## src/rtl/axil_cmd_master_if.sv

```systemverilog
// AXI-Lite bus bundle between the command master and its slave.
// The master modport drives addresses, data, valids and response readies.
interface axil_cmd_master_if #(
  parameter int ADDR_W = 32,
  parameter int DATA_W = 32
) ();
  localparam int STRB_W = DATA_W / 8;

  logic [ADDR_W-1:0] aw_addr;
  logic              aw_valid;
  logic              aw_ready;
  logic [DATA_W-1:0] w_data;
  logic [STRB_W-1:0] w_strb;
  logic              w_valid;
  logic              w_ready;
  logic [1:0]        b_resp;
  logic              b_valid;
  logic              b_ready;
  logic [ADDR_W-1:0] ar_addr;
  logic              ar_valid;
  logic              ar_ready;
  logic [DATA_W-1:0] r_data;
  logic [1:0]        r_resp;
  logic              r_valid;
  logic              r_ready;

  modport master (
    output aw_addr, aw_valid, input aw_ready,
    output w_data, w_strb, w_valid, input w_ready,
    input b_resp, b_valid, output b_ready,
    output ar_addr, ar_valid, input ar_ready,
    input r_data, r_resp, r_valid, output r_ready
  );

  modport slave (
    input aw_addr, aw_valid, output aw_ready,
    input w_data, w_strb, w_valid, output w_ready,
    output b_resp, b_valid, input b_ready,
    input ar_addr, ar_valid, output ar_ready,
    output r_data, r_resp, r_valid, input r_ready
  );
endinterface

```

## src/rtl/axil_cmd_master.sv

```systemverilog
// Scripted AXI-Lite master: one transaction per command, read-back compare,
// one result per command, saturating pass/fail counters, halt after a timeout.
module axil_cmd_master #(
  parameter int ADDR_W  = 32,
  parameter int DATA_W  = 32,
  parameter int TIMEOUT = 1024,
  parameter int CNT_W   = 16
) (
  input  logic                   clk,
  input  logic                   rst,
  input  logic                   cmd_valid,
  output logic                   cmd_ready,
  input  logic                   cmd_write,
  input  logic [ADDR_W-1:0]      cmd_addr,
  input  logic [DATA_W-1:0]      cmd_data,
  input  logic [DATA_W-1:0]      cmd_mask,
  output logic                   rsp_valid,
  input  logic                   rsp_ready,
  output logic                   rsp_write,
  output logic [DATA_W-1:0]      rsp_data,
  output logic [1:0]             rsp_resp,
  output logic                   rsp_mismatch,
  output logic                   rsp_timeout,
  axil_cmd_master_if.master      axil,
  output logic [CNT_W-1:0]       cmd_count,
  output logic [CNT_W-1:0]       err_count,
  output logic                   halted
);
  localparam int          STRB_W    = DATA_W / 8;
  localparam bit          TMO_EN    = (TIMEOUT != 0);
  localparam logic [31:0] TMO_LIMIT = 32'(TIMEOUT - 1);

  typedef enum logic [2:0] {
    S_IDLE = 3'd0,
    S_WR   = 3'd1,
    S_WR_B = 3'd2,
    S_RD_A = 3'd3,
    S_RD_R = 3'd4,
    S_RSP  = 3'd5,
    S_HALT = 3'd6
  } state_t;

  function automatic logic [CNT_W-1:0] sat_inc(input logic [CNT_W-1:0] v);
    return (&v) ? v : v + CNT_W'(1);
  endfunction

  function automatic logic cmp_fail(input logic [DATA_W-1:0] got,
                                    input logic [DATA_W-1:0] exp,
                                    input logic [DATA_W-1:0] mask);
    return |((got ^ exp) & mask);
  endfunction

  state_t            state_q, state_d;
  logic              wr_q, wr_d;
  logic [ADDR_W-1:0] addr_q, addr_d;
  logic [DATA_W-1:0] data_q, data_d;
  logic [DATA_W-1:0] mask_q, mask_d;
  logic              aw_done_q, aw_done_d;
  logic              w_done_q, w_done_d;
  logic [31:0]       tmo_q, tmo_d;
  logic              cmd_ready_q, cmd_ready_d;
  logic              aw_valid_q, aw_valid_d;
  logic              w_valid_q, w_valid_d;
  logic              b_ready_q, b_ready_d;
  logic              ar_valid_q, ar_valid_d;
  logic              r_ready_q, r_ready_d;
  logic              rsp_valid_q, rsp_valid_d;
  logic              rsp_write_q, rsp_write_d;
  logic [DATA_W-1:0] rsp_data_q, rsp_data_d;
  logic [1:0]        rsp_resp_q, rsp_resp_d;
  logic              rsp_mismatch_q, rsp_mismatch_d;
  logic              rsp_timeout_q, rsp_timeout_d;
  logic [CNT_W-1:0]  cmd_count_q, cmd_count_d;
  logic [CNT_W-1:0]  err_count_q, err_count_d;
  logic              halted_q, halted_d;

  logic aw_hs_s, w_hs_s, tmo_hit_s, abort_s;

  // Next-state and registered-output computation.
  always_comb begin
    state_d        = state_q;
    wr_d           = wr_q;
    addr_d         = addr_q;
    data_d         = data_q;
    mask_d         = mask_q;
    aw_done_d      = aw_done_q;
    w_done_d       = w_done_q;
    tmo_d          = TMO_EN ? (tmo_q + 32'd1) : tmo_q;
    aw_valid_d     = aw_valid_q;
    w_valid_d      = w_valid_q;
    b_ready_d      = b_ready_q;
    ar_valid_d     = ar_valid_q;
    r_ready_d      = r_ready_q;
    rsp_valid_d    = rsp_valid_q;
    rsp_write_d    = rsp_write_q;
    rsp_data_d     = rsp_data_q;
    rsp_resp_d     = rsp_resp_q;
    rsp_mismatch_d = rsp_mismatch_q;
    rsp_timeout_d  = rsp_timeout_q;
    cmd_count_d    = cmd_count_q;
    err_count_d    = err_count_q;
    abort_s        = 1'b0;
    aw_hs_s        = aw_valid_q & axil.aw_ready;
    w_hs_s         = w_valid_q & axil.w_ready;
    tmo_hit_s      = TMO_EN && (tmo_q == TMO_LIMIT);

    case (state_q)
      S_IDLE: begin
        if (cmd_valid && cmd_ready_q) begin
          wr_d      = cmd_write;
          addr_d    = cmd_addr;
          data_d    = cmd_data;
          mask_d    = cmd_mask;
          tmo_d     = 32'd0;
          aw_done_d = 1'b0;
          w_done_d  = 1'b0;
          if (cmd_write) begin
            state_d    = S_WR;
            aw_valid_d = 1'b1;
            w_valid_d  = 1'b1;
          end else begin
            state_d    = S_RD_A;
            ar_valid_d = 1'b1;
          end
        end else begin
          state_d = S_IDLE;
        end
      end
      S_WR: begin
        // aw and w complete independently; a finished channel waits for the other.
        if (aw_hs_s) begin
          aw_valid_d = 1'b0;
          aw_done_d  = 1'b1;
        end else begin
          aw_done_d = aw_done_q;
        end
        if (w_hs_s) begin
          w_valid_d = 1'b0;
          w_done_d  = 1'b1;
        end else begin
          w_done_d = w_done_q;
        end
        if ((aw_done_q || aw_hs_s) && (w_done_q || w_hs_s)) begin
          state_d   = S_WR_B;
          b_ready_d = 1'b1;
          tmo_d     = 32'd0;
        end else if (tmo_hit_s) begin
          abort_s = 1'b1;
        end else begin
          state_d = S_WR;
        end
      end
      S_WR_B: begin
        if (axil.b_valid && b_ready_q) begin
          b_ready_d      = 1'b0;
          state_d        = S_RSP;
          rsp_valid_d    = 1'b1;
          rsp_write_d    = 1'b1;
          rsp_data_d     = data_q;
          rsp_resp_d     = axil.b_resp;
          rsp_mismatch_d = (axil.b_resp != 2'b00);
          rsp_timeout_d  = 1'b0;
        end else if (tmo_hit_s) begin
          abort_s = 1'b1;
        end else begin
          state_d = S_WR_B;
        end
      end
      S_RD_A: begin
        if (ar_valid_q && axil.ar_ready) begin
          ar_valid_d = 1'b0;
          r_ready_d  = 1'b1;
          state_d    = S_RD_R;
          tmo_d      = 32'd0;
        end else if (tmo_hit_s) begin
          abort_s = 1'b1;
        end else begin
          state_d = S_RD_A;
        end
      end
      S_RD_R: begin
        if (axil.r_valid && r_ready_q) begin
          r_ready_d      = 1'b0;
          state_d        = S_RSP;
          rsp_valid_d    = 1'b1;
          rsp_write_d    = 1'b0;
          rsp_data_d     = axil.r_data;
          rsp_resp_d     = axil.r_resp;
          rsp_mismatch_d = cmp_fail(axil.r_data, data_q, mask_q);
          rsp_timeout_d  = 1'b0;
        end else if (tmo_hit_s) begin
          abort_s = 1'b1;
        end else begin
          state_d = S_RD_R;
        end
      end
      S_RSP: begin
        if (rsp_valid_q && rsp_ready) begin
          rsp_valid_d = 1'b0;
          cmd_count_d = sat_inc(cmd_count_q);
          if (rsp_mismatch_q || rsp_timeout_q) begin
            err_count_d = sat_inc(err_count_q);
          end else begin
            err_count_d = err_count_q;
          end
          state_d = rsp_timeout_q ? S_HALT : S_IDLE;
        end else begin
          state_d = S_RSP;
        end
      end
      S_HALT: begin
        state_d = S_HALT;
      end
      default: begin
        state_d = S_IDLE;
      end
    endcase

    // A stalled channel abandons the transaction and reports it as a failed result.
    if (abort_s) begin
      aw_valid_d     = 1'b0;
      w_valid_d      = 1'b0;
      b_ready_d      = 1'b0;
      ar_valid_d     = 1'b0;
      r_ready_d      = 1'b0;
      state_d        = S_RSP;
      rsp_valid_d    = 1'b1;
      rsp_write_d    = wr_q;
      rsp_data_d     = wr_q ? data_q : {DATA_W{1'b0}};
      rsp_resp_d     = 2'b10;
      rsp_mismatch_d = 1'b1;
      rsp_timeout_d  = 1'b1;
    end else begin
      rsp_timeout_d  = rsp_timeout_d;
    end

    cmd_ready_d = (state_d == S_IDLE);
    halted_d    = (state_d == S_HALT);
  end

  // State and output registers with asynchronous reset.
  always_ff @(posedge clk or posedge rst) begin
    if (rst) begin
      state_q        <= S_IDLE;
      wr_q           <= 1'b0;
      addr_q         <= {ADDR_W{1'b0}};
      data_q         <= {DATA_W{1'b0}};
      mask_q         <= {DATA_W{1'b0}};
      aw_done_q      <= 1'b0;
      w_done_q       <= 1'b0;
      tmo_q          <= 32'd0;
      cmd_ready_q    <= 1'b0;
      aw_valid_q     <= 1'b0;
      w_valid_q      <= 1'b0;
      b_ready_q      <= 1'b0;
      ar_valid_q     <= 1'b0;
      r_ready_q      <= 1'b0;
      rsp_valid_q    <= 1'b0;
      rsp_write_q    <= 1'b0;
      rsp_data_q     <= {DATA_W{1'b0}};
      rsp_resp_q     <= 2'b00;
      rsp_mismatch_q <= 1'b0;
      rsp_timeout_q  <= 1'b0;
      cmd_count_q    <= {CNT_W{1'b0}};
      err_count_q    <= {CNT_W{1'b0}};
      halted_q       <= 1'b0;
    end else begin
      state_q        <= state_d;
      wr_q           <= wr_d;
      addr_q         <= addr_d;
      data_q         <= data_d;
      mask_q         <= mask_d;
      aw_done_q      <= aw_done_d;
      w_done_q       <= w_done_d;
      tmo_q          <= tmo_d;
      cmd_ready_q    <= cmd_ready_d;
      aw_valid_q     <= aw_valid_d;
      w_valid_q      <= w_valid_d;
      b_ready_q      <= b_ready_d;
      ar_valid_q     <= ar_valid_d;
      r_ready_q      <= r_ready_d;
      rsp_valid_q    <= rsp_valid_d;
      rsp_write_q    <= rsp_write_d;
      rsp_data_q     <= rsp_data_d;
      rsp_resp_q     <= rsp_resp_d;
      rsp_mismatch_q <= rsp_mismatch_d;
      rsp_timeout_q  <= rsp_timeout_d;
      cmd_count_q    <= cmd_count_d;
      err_count_q    <= err_count_d;
      halted_q       <= halted_d;
    end
  end

  assign cmd_ready     = cmd_ready_q;
  assign rsp_valid     = rsp_valid_q;
  assign rsp_write     = rsp_write_q;
  assign rsp_data      = rsp_data_q;
  assign rsp_resp      = rsp_resp_q;
  assign rsp_mismatch  = rsp_mismatch_q;
  assign rsp_timeout   = rsp_timeout_q;
  assign cmd_count     = cmd_count_q;
  assign err_count     = err_count_q;
  assign halted        = halted_q;
  assign axil.aw_addr  = addr_q;
  assign axil.aw_valid = aw_valid_q;
  assign axil.w_data   = data_q;
  assign axil.w_strb   = {STRB_W{1'b1}};
  assign axil.w_valid  = w_valid_q;
  assign axil.b_ready  = b_ready_q;
  assign axil.ar_addr  = addr_q;
  assign axil.ar_valid = ar_valid_q;
  assign axil.r_ready  = r_ready_q;
endmodule

```

## src/flat_wrapper.sv

```systemverilog
// flat-port wrapper written by rule: the top's interface ports become plain ports
module axil_cmd_master_flat 
#(
  parameter int ADDR_W  = 32,
  parameter int DATA_W  = 32,
  parameter int TIMEOUT = 1024,
  parameter int CNT_W   = 16
)
  (clk, rst, cmd_valid, cmd_ready, cmd_write, cmd_addr, cmd_data, cmd_mask, rsp_valid, rsp_ready, rsp_write, rsp_data, rsp_resp, rsp_mismatch, rsp_timeout, cmd_count, err_count, halted, axil_aw_addr, axil_aw_valid, axil_aw_ready, axil_w_data, axil_w_strb, axil_w_valid, axil_w_ready, axil_b_resp, axil_b_valid, axil_b_ready, axil_ar_addr, axil_ar_valid, axil_ar_ready, axil_r_data, axil_r_resp, axil_r_valid, axil_r_ready);
  axil_cmd_master_if #(.ADDR_W(ADDR_W), .DATA_W(DATA_W)) axil_i ();
  input  logic clk;
  input  logic rst;
  input  logic cmd_valid;
  output logic cmd_ready;
  input  logic cmd_write;
  input  logic [ADDR_W-1:0] cmd_addr;
  input  logic [DATA_W-1:0] cmd_data;
  input  logic [DATA_W-1:0] cmd_mask;
  output logic rsp_valid;
  input  logic rsp_ready;
  output logic rsp_write;
  output logic [DATA_W-1:0] rsp_data;
  output logic [1:0] rsp_resp;
  output logic rsp_mismatch;
  output logic rsp_timeout;
  output logic [CNT_W-1:0] cmd_count;
  output logic [CNT_W-1:0] err_count;
  output logic halted;
  output wire logic [$bits(axil_i.aw_addr)-1:0] axil_aw_addr;
  output wire logic [$bits(axil_i.aw_valid)-1:0] axil_aw_valid;
  input wire logic [$bits(axil_i.aw_ready)-1:0] axil_aw_ready;
  output wire logic [$bits(axil_i.w_data)-1:0] axil_w_data;
  output wire logic [$bits(axil_i.w_strb)-1:0] axil_w_strb;
  output wire logic [$bits(axil_i.w_valid)-1:0] axil_w_valid;
  input wire logic [$bits(axil_i.w_ready)-1:0] axil_w_ready;
  input wire logic [$bits(axil_i.b_resp)-1:0] axil_b_resp;
  input wire logic [$bits(axil_i.b_valid)-1:0] axil_b_valid;
  output wire logic [$bits(axil_i.b_ready)-1:0] axil_b_ready;
  output wire logic [$bits(axil_i.ar_addr)-1:0] axil_ar_addr;
  output wire logic [$bits(axil_i.ar_valid)-1:0] axil_ar_valid;
  input wire logic [$bits(axil_i.ar_ready)-1:0] axil_ar_ready;
  input wire logic [$bits(axil_i.r_data)-1:0] axil_r_data;
  input wire logic [$bits(axil_i.r_resp)-1:0] axil_r_resp;
  input wire logic [$bits(axil_i.r_valid)-1:0] axil_r_valid;
  output wire logic [$bits(axil_i.r_ready)-1:0] axil_r_ready;
  assign axil_aw_addr = axil_i.aw_addr;
  assign axil_aw_valid = axil_i.aw_valid;
  assign axil_i.aw_ready = axil_aw_ready;
  assign axil_w_data = axil_i.w_data;
  assign axil_w_strb = axil_i.w_strb;
  assign axil_w_valid = axil_i.w_valid;
  assign axil_i.w_ready = axil_w_ready;
  assign axil_i.b_resp = axil_b_resp;
  assign axil_i.b_valid = axil_b_valid;
  assign axil_b_ready = axil_i.b_ready;
  assign axil_ar_addr = axil_i.ar_addr;
  assign axil_ar_valid = axil_i.ar_valid;
  assign axil_i.ar_ready = axil_ar_ready;
  assign axil_i.r_data = axil_r_data;
  assign axil_i.r_resp = axil_r_resp;
  assign axil_i.r_valid = axil_r_valid;
  assign axil_r_ready = axil_i.r_ready;
  axil_cmd_master #(.ADDR_W(ADDR_W), .DATA_W(DATA_W), .TIMEOUT(TIMEOUT), .CNT_W(CNT_W)) u_core (.clk(clk), .rst(rst), .cmd_valid(cmd_valid), .cmd_ready(cmd_ready), .cmd_write(cmd_write), .cmd_addr(cmd_addr), .cmd_data(cmd_data), .cmd_mask(cmd_mask), .rsp_valid(rsp_valid), .rsp_ready(rsp_ready), .rsp_write(rsp_write), .rsp_data(rsp_data), .rsp_resp(rsp_resp), .rsp_mismatch(rsp_mismatch), .rsp_timeout(rsp_timeout), .axil(axil_i), .cmd_count(cmd_count), .err_count(err_count), .halted(halted));
endmodule
```

## config.mk

```make
export PLATFORM = sky130hd
export DESIGN_NAME = axil_cmd_master_flat
export DESIGN_NICKNAME = d
export VERILOG_FILES = /design/src/rtl/axil_cmd_master_if.sv /design/src/rtl/axil_cmd_master.sv /design/src/flat_wrapper.sv
export SDC_FILE = /design/constraint.sdc
export NUM_CORES = 1
export LEC_CHECK = 0
export CAP_MARGIN = 10
export CORE_AREA = 10 10 155 157
export CTS_BUF_LIST = sky130_fd_sc_hd__clkbuf_8
export DETAILED_ROUTE_END_ITERATION = 6
export DIE_AREA = 0 0 165 167
export GPL_TIMING_DRIVEN = 1
export PLACE_DENSITY = 0.83
export SETUP_SLACK_MARGIN = 0.15
export SLEW_MARGIN = 40
export SYNTH_ARGS = -nofsm -noshare
export SYNTH_HDL_FRONTEND = slang
export SYNTH_SLANG_ARGS = --single-unit
```

## constraint.sdc

```tcl
create_clock -name clk -period 20.5 [get_ports clk]
set_clock_uncertainty 0.1 [all_clocks]
set_input_delay 6.15 -clock clk [delete_from_list [all_inputs] [get_ports clk]]
set_output_delay 6.15 -clock clk [all_outputs]
set_load 0.05 [all_outputs]
```

# ---- Yosys cells after proc, flatten, opt, wreduce, memory -nomap -nowiden
# Index checks and enable logic that the tools add are counted.
dict set report totals {
  out_inout_bits 177
  regBits 211
}
dict set report op_classes {
  add_sub_neg 3
  n_eq_ne 21
  n_reduce_logical 34
  bitwise_logic 6
  mux 72
}
# cell count
set ops {}
lappend ops {{$mux W32} 7}
lappend ops {{$pmux W32 S3} 1}
lappend ops {{$pmux W32 S2} 1}
lappend ops {{$mux W1} 33}
lappend ops {{$mux W3} 11}
lappend ops {{$add A16 B1 Y16 const B} 2}
lappend ops {{$add A32 B1 Y32 const B} 1}
lappend ops {{$and A32 B32 Y32} 1}
lappend ops {{$eq A32 B10 Y1 const B} 1}
lappend ops {{$reduce_and A16 Y1} 2}
lappend ops {{$reduce_or A32 Y1} 1}
lappend ops {{$xor A32 B32 Y32} 1}
lappend ops {{$ne A3 B1 Y1 const B} 8}
lappend ops {{$pmux W3 S7} 1}
lappend ops {{$pmux W1 S2} 10}
lappend ops {{$reduce_and A4 Y1} 5}
lappend ops {{$reduce_and A3 Y1} 6}
lappend ops {{$reduce_bool A3 Y1} 5}
lappend ops {{$eq A3 B3 Y1 const B} 4}
lappend ops {{$mux W2} 5}
lappend ops {{$eq A3 B2 Y1 const B} 2}
lappend ops {{$logic_and A1 B1 Y1} 6}
lappend ops {{$logic_not A3 Y1} 2}
lappend ops {{$ne A2 B1 Y1 const B} 3}
lappend ops {{other kinds (11)} 17}

# ---- Logic depth before layout (Yosys ltp)
dict set report depth {
  ltp_word 7
  depth_mapped 8
  depth_no_buf 6
}

# ---- Worst setup path after synthesis
# No wires, ideal clock.
dict set report synth_timing {
  path_kind {in2reg}
  start {in axil_w_ready}
  end {reg u_core.cmd_ready_q (netlist: u_core.cmd_ready)}
  setup_ps 86
  cell_stages 7
  path_slack_ps 12801
  n_path_buf 2
  t_arrival_ps 7513
  cell_sequence {a21oi_1 > o311a_1 > o2111ai_1 > buf_2 > buf_6 > nand3b_1 > nor3_1}
}
dict set report synth_via {
  elab_chain_cells 7
  word_cells_on_any_way 9
  classes_between {mux: 5; bitwise: 1; reduce/logical: 3}
}
# element line_no
set synth_lines {}
lappend synth_lines {{start, declared} flat_wrapper.sv:35} ;# input wire logic [$bits(axil_i.w_ready)-1:0] axil_w_ready;
lappend synth_lines {{$and A1 B1 Y1 (*)} axil_cmd_master.sv:104} ;# w_hs_s = w_valid_q & axil.w_ready;
lappend synth_lines {{$logic_or A1 B1 Y1 (*)} axil_cmd_master.sv:143} ;# if ((aw_done_q || aw_hs_s) && (w_done_q || w_hs_s)) begin
lappend synth_lines {{$logic_and A1 B1 Y1 (*)} axil_cmd_master.sv:143}
lappend synth_lines {{$mux W3 or $mux W1 (tied branches)} axil_cmd_master.sv:143}
lappend synth_lines {{$pmux W3 S7 or $pmux W1 S4 (tied branches)} axil_cmd_master.sv:107} ;# case (state_q)
lappend synth_lines {{$mux W3 (*)} axil_cmd_master.sv:220} ;# if (abort_s) begin
lappend synth_lines {{named net u_core.state_d[2]} axil_cmd_master.sv:53} ;# state_t state_q, state_d;
lappend synth_lines {{$logic_not A3 Y1 (*)} axil_cmd_master.sv:237} ;# cmd_ready_d = (state_d == S_IDLE);
lappend synth_lines {{named net u_core.cmd_ready_d} axil_cmd_master.sv:61} ;# logic cmd_ready_q, cmd_ready_d;
lappend synth_lines {{end signal, assigned} axil_cmd_master.sv:276} ;# cmd_ready_q <= cmd_ready_d;
lappend synth_lines {{end, declared} axil_cmd_master.sv:61}
# Mark *: on every way through the listed nets, which the timed path passes. The rest lies on a longest branch.
# A chain may end at the register's enable or synchronous reset.

# ---- Worst setup path after layout
dict set report layout_timing {
  start {in cmd_valid}
  end {reg u_core.state_q[0]}
}
dict set report layout_via {
  elab_chain_cells 4
}
# element line_no
set layout_lines {}
lappend layout_lines {{start, declared} flat_wrapper.sv:13} ;# input logic cmd_valid;
lappend layout_lines {{$logic_and A1 B1 Y1} axil_cmd_master.sv:109} ;# if (cmd_valid && cmd_ready_q) begin
lappend layout_lines {{$mux W2} axil_cmd_master.sv:109}
lappend layout_lines {{$pmux W3 S7} axil_cmd_master.sv:107}
lappend layout_lines {{$mux W3} axil_cmd_master.sv:220}
lappend layout_lines {{named net u_core.state_d[0]} axil_cmd_master.sv:53}
lappend layout_lines {{end signal, assigned} axil_cmd_master.sv:268} ;# state_q <= state_d;
lappend layout_lines {{end, declared} axil_cmd_master.sv:53}
# The timed path passes the listed nets, and every way through them passes these cells.

==> flow_metrics.py <==
metrics = {
    "synthesis": {
        "synthAdderAreaFrac": 0.00362,
        "synthTopCellsByArea": "dfrtp_1, nand2_1, xor2_1",
        "synth_top_family_by_area": "simple AND/OR/NAND/NOR gates",
        "synth-edff-count": 0,
        "synth-xor-area-share": 0.0693,
        "syn_area_um2": 10400,
        "yosys_register_bits": 211,
        "synth.avg_cell_area_um2": 9.00,
        "synth_compound_area_frac": 0.106,
        "ys_seq_area_frac": 0.509,
        "synth_simple_gate_area_frac": 0.255,
        "synth_cells": 1152,
        "synth_cell_types": 57,
        "synth_top_area_share": 0.509,
        "synthArstFlopShare": 1.00,
        "synth_largest_area_cell": "dfrtp_1",
        "muxShareOfSynthArea": 0.00314,
        "synth_flop_cell": "dfrtp_1",
        "ys.warnings.count": 0,
    },
    "finish": {
        "mostFrequentLayoutCells": "nand2_1, clkdlybuf4s50_1, dfrtp_1",
        "drive_above_1_share": 0.0589,
        "syn_to_final_growth_pct": 38.1,
        "final_common_cell": "nand2_1",
        "fin_nets": 1566,
        "fillers": 1594,
    },
    "place": {
        "io_buffer_count": 314,
        "routabilityCongestion": 0.880,
        "place_hpwl_um": 24500,
    },
    "detailed_routing": {
        "viasPerCell": 5.45,
        "drcViolationCount": 0,
        "dr.first_iter.drc_count": 752,
        "routed-via-count": 9387,
        "detail_route.wl_per_cell_um": 20.0,
        "antenna_left": 0,
        "wl_um": 34400,
        "dr.pass1.iters": 5,
    },
    "clock_tree": {
        "ctsRootBufferMaster": "clkbuf_8",
        "cts_setup_buffers": 0,
        "insertion_delay_ps": 540,
        "cts_resized": 0,
        "clock_sinks": 211,
        "clkTransAtPathRegs_ps": 70,
        "cts_made_buffers": 37,
        "tritoncts": "built",
        "postCtsHoldBufs": 0,
        "htree_num_levels": 2,
        "clock_path_buffers": 3,
    },
    "floorplan": {
        "fp.dieH_um": 167,
        "ios": 319,
        "die_w_um": 165,
        "start_util": 0.498,
        "dieArea_um2": 27600,
        "core_area_um2": 20800,
        "num_rows": 53,
    },
    "setup_path": {
        "critPathLaunchType": "input pin",
        "crit_top_cell": "or3_1",
        "cp_slowest_stage_delay_ps": 580,
        "crit_fanout": 64,
        "cp.arrival_ps": 8570,
        "crit_type": "in2reg",
        "end_kind": "flip-flop",
        "slowest_stage": "clkdlybuf4s50_1",
        "cp_data_required_time_ps": 20880,
        "crit_chain": "clkdlybuf4s50_1 -> nand2_1 -> nor2b_4 -> buf_16 -> buf_4 -> or3_1 -> or3_1",
    },
    "timing": {
        "finalSetupViolations": 0,
        "rsz0062_at_grt": "false",
        "drv_slew": 0,
        "fmax_mhz": 122,
        "worst_slew_pin_slew_ps": 791,
        "fin_crit_sh": 0.400,
        "finalHoldViolations": 0,
        "finalCriticalPeriod_ps": 8190,
        "slew_headroom": 0.470,
        "fin_setup_tns_ps": 0,
        "whs_ps": 375,
    },
    "grt": {
        "use_met3": 0.0809,
        "track_usage": 0.240,
        "overflow": 0,
        "grt_max_degree": 144,
        "grt_use_met1": 0.276,
        "use_met2": 0.404,
        "grt_pass1_wl_um": 53000,
        "grt_busiest_layer": "met2",
        "grt_antenna_before_repair": 3,
        "grt_pass1_vias": 9458,
    },
    "power_and_ir_drop": {
        "total_leakage_power_nw": 6.58,
        "seqPwrFrac": 0.309,
        "internal-power_mw": 1.17,
        "pwr-share-clk": 0.178,
        "power_frac_comb": 0.513,
        "powerDensity_nw_per_um2": 158,
        "vdd_drop_max_uv": 111,
        "netSwitchingPower_mw": 1.09,
        "p_sw_frac": 0.483,
    },
    "worst_hold_path": {
        "hp-class": "reg2reg",
    },
    "run": {
        "cap_violations": 0,
    },
    "outcome": {
        "status": "completed",
    },
}
==> registers in the layout, summed over array words and instances (netlist names), 2 cells and up <==
name / count
u_core.axil.ar_addr: 32
u_core.axil.w_data: 32
u_core.mask_q: 32
u_core.rsp_data: 32
u_core.tmo_q: 32
u_core.cmd_count: 16
u_core.err_count: 16
u_core.state_q: 3
u_core.rsp_resp: 2
==> worst paths after layout <==
| check | from | end | slack (ps) | depth (start not counted) |
|---|---|---|---|---|
| max reg2reg | u_core.state_q[2] | u_core.state_q[0] | 17380 | 6 |
| max | cmd_valid | u_core.state_q[0] | 12310 | 7 |
| min reg2reg | u_core.mask_q[12] | u_core.mask_q[12] | 380 | 2 |
| max in group asynchronous | rst | u_core.tmo_q[19] | 13010 | 3 |
| min | u_core.mask_q[12] | u_core.mask_q[12] | 380 | 2 |
| min in group asynchronous | rst | u_core.err_count[7] | 6140 | 2 |
==> critical path: cells and delay by family <==
family / cells / cell delay, ps
buffers and inverters: 3 / 1370
and+or+nand+nor: 4 / 980
==> power by group through the flow <==
stage	Clock, mW	Combinational [mW]	Sequential (mW)
6_report	0.403	1.16	0.700
3_3_place_gp	0	1.15	0.695
3_5_place_dp	0	1.17	0.703
4_1_cts	0.413	1.17	0.698
5_1_grt	0.431	1.23	0.719
2_1_floorplan	0	0.439	1.03
==> cells in the mapped netlist (2+ instances only) <==
library cell	number
a211oi_1	4
a21o_1	33
a21oi_1	16
a22oi_1	18
a31oi_1	3
and2_1	6
and3_1	4
and4_1	11
buf_1	2
buf_2	6
buf_4	36
clkbuf_1	52
dfrtp_1	211
ha_1	3
inv_1	12
mux2_2	2
nand2_1	386
nand3_1	56
nand3b_1	3
nand4_1	22
nand4b_1	2
nor2_1	48
nor2b_1	3
nor3_1	17
nor4_1	22
o2111ai_1	2
o211a_1	32
o21a_1	3
o21ai_0	14
o22ai_1	2
or2_2	2
or3_1	12
or3b_2	2
or4_1	2
xnor2_1	28
xor2_1	54
==> final cells by class <==
type	count	area, um2	area share
antenna	3	7.51	0.000524
clock buffer	50	688	0.0480
clock inverter	12	81.3	0.00568
inverter	12	57.6	0.00402
multi-input combinational	835	4620	0.322
sequential	211	5280	0.369
tap	275	344	0.0240
timing repair buffer	324	3250	0.227
==> per-stage QoR <==
step	power [mW]	area (um2)	util	instances	worst slack (ps)
3_5_place_dp	1.87	13500	0.651	1657	11800
6_report	2.27	14300	0.688	1722	12310
5_1_grt	2.38	14300	0.688	1722	12200
4_1_cts	2.29	14300	0.687	1719	12320
3_3_place_gp	1.85	13500	0.648	1656	11540
2_1_floorplan	1.46	10400	-	1155	8480
==> metal layers <==
metal / routed length [um] / part of all wire / up-vias
met5: 0 / 0 / -
met4: 959 / 0.028 / 0
met3: 3440 / 0.10 / 57
met2: 17000 / 0.49 / 374
met1: 13000 / 0.38 / 4561
li1: - / - / 4395
==> cell families after synthesis <==
group,count (synthesis)
xor+xnor,82
compound gates,141
other cells,1
buf+inv,109
flops,211
fa+ha+maj,3
mux,3
simple gates,602
Power figures use the tool's default switching activity.
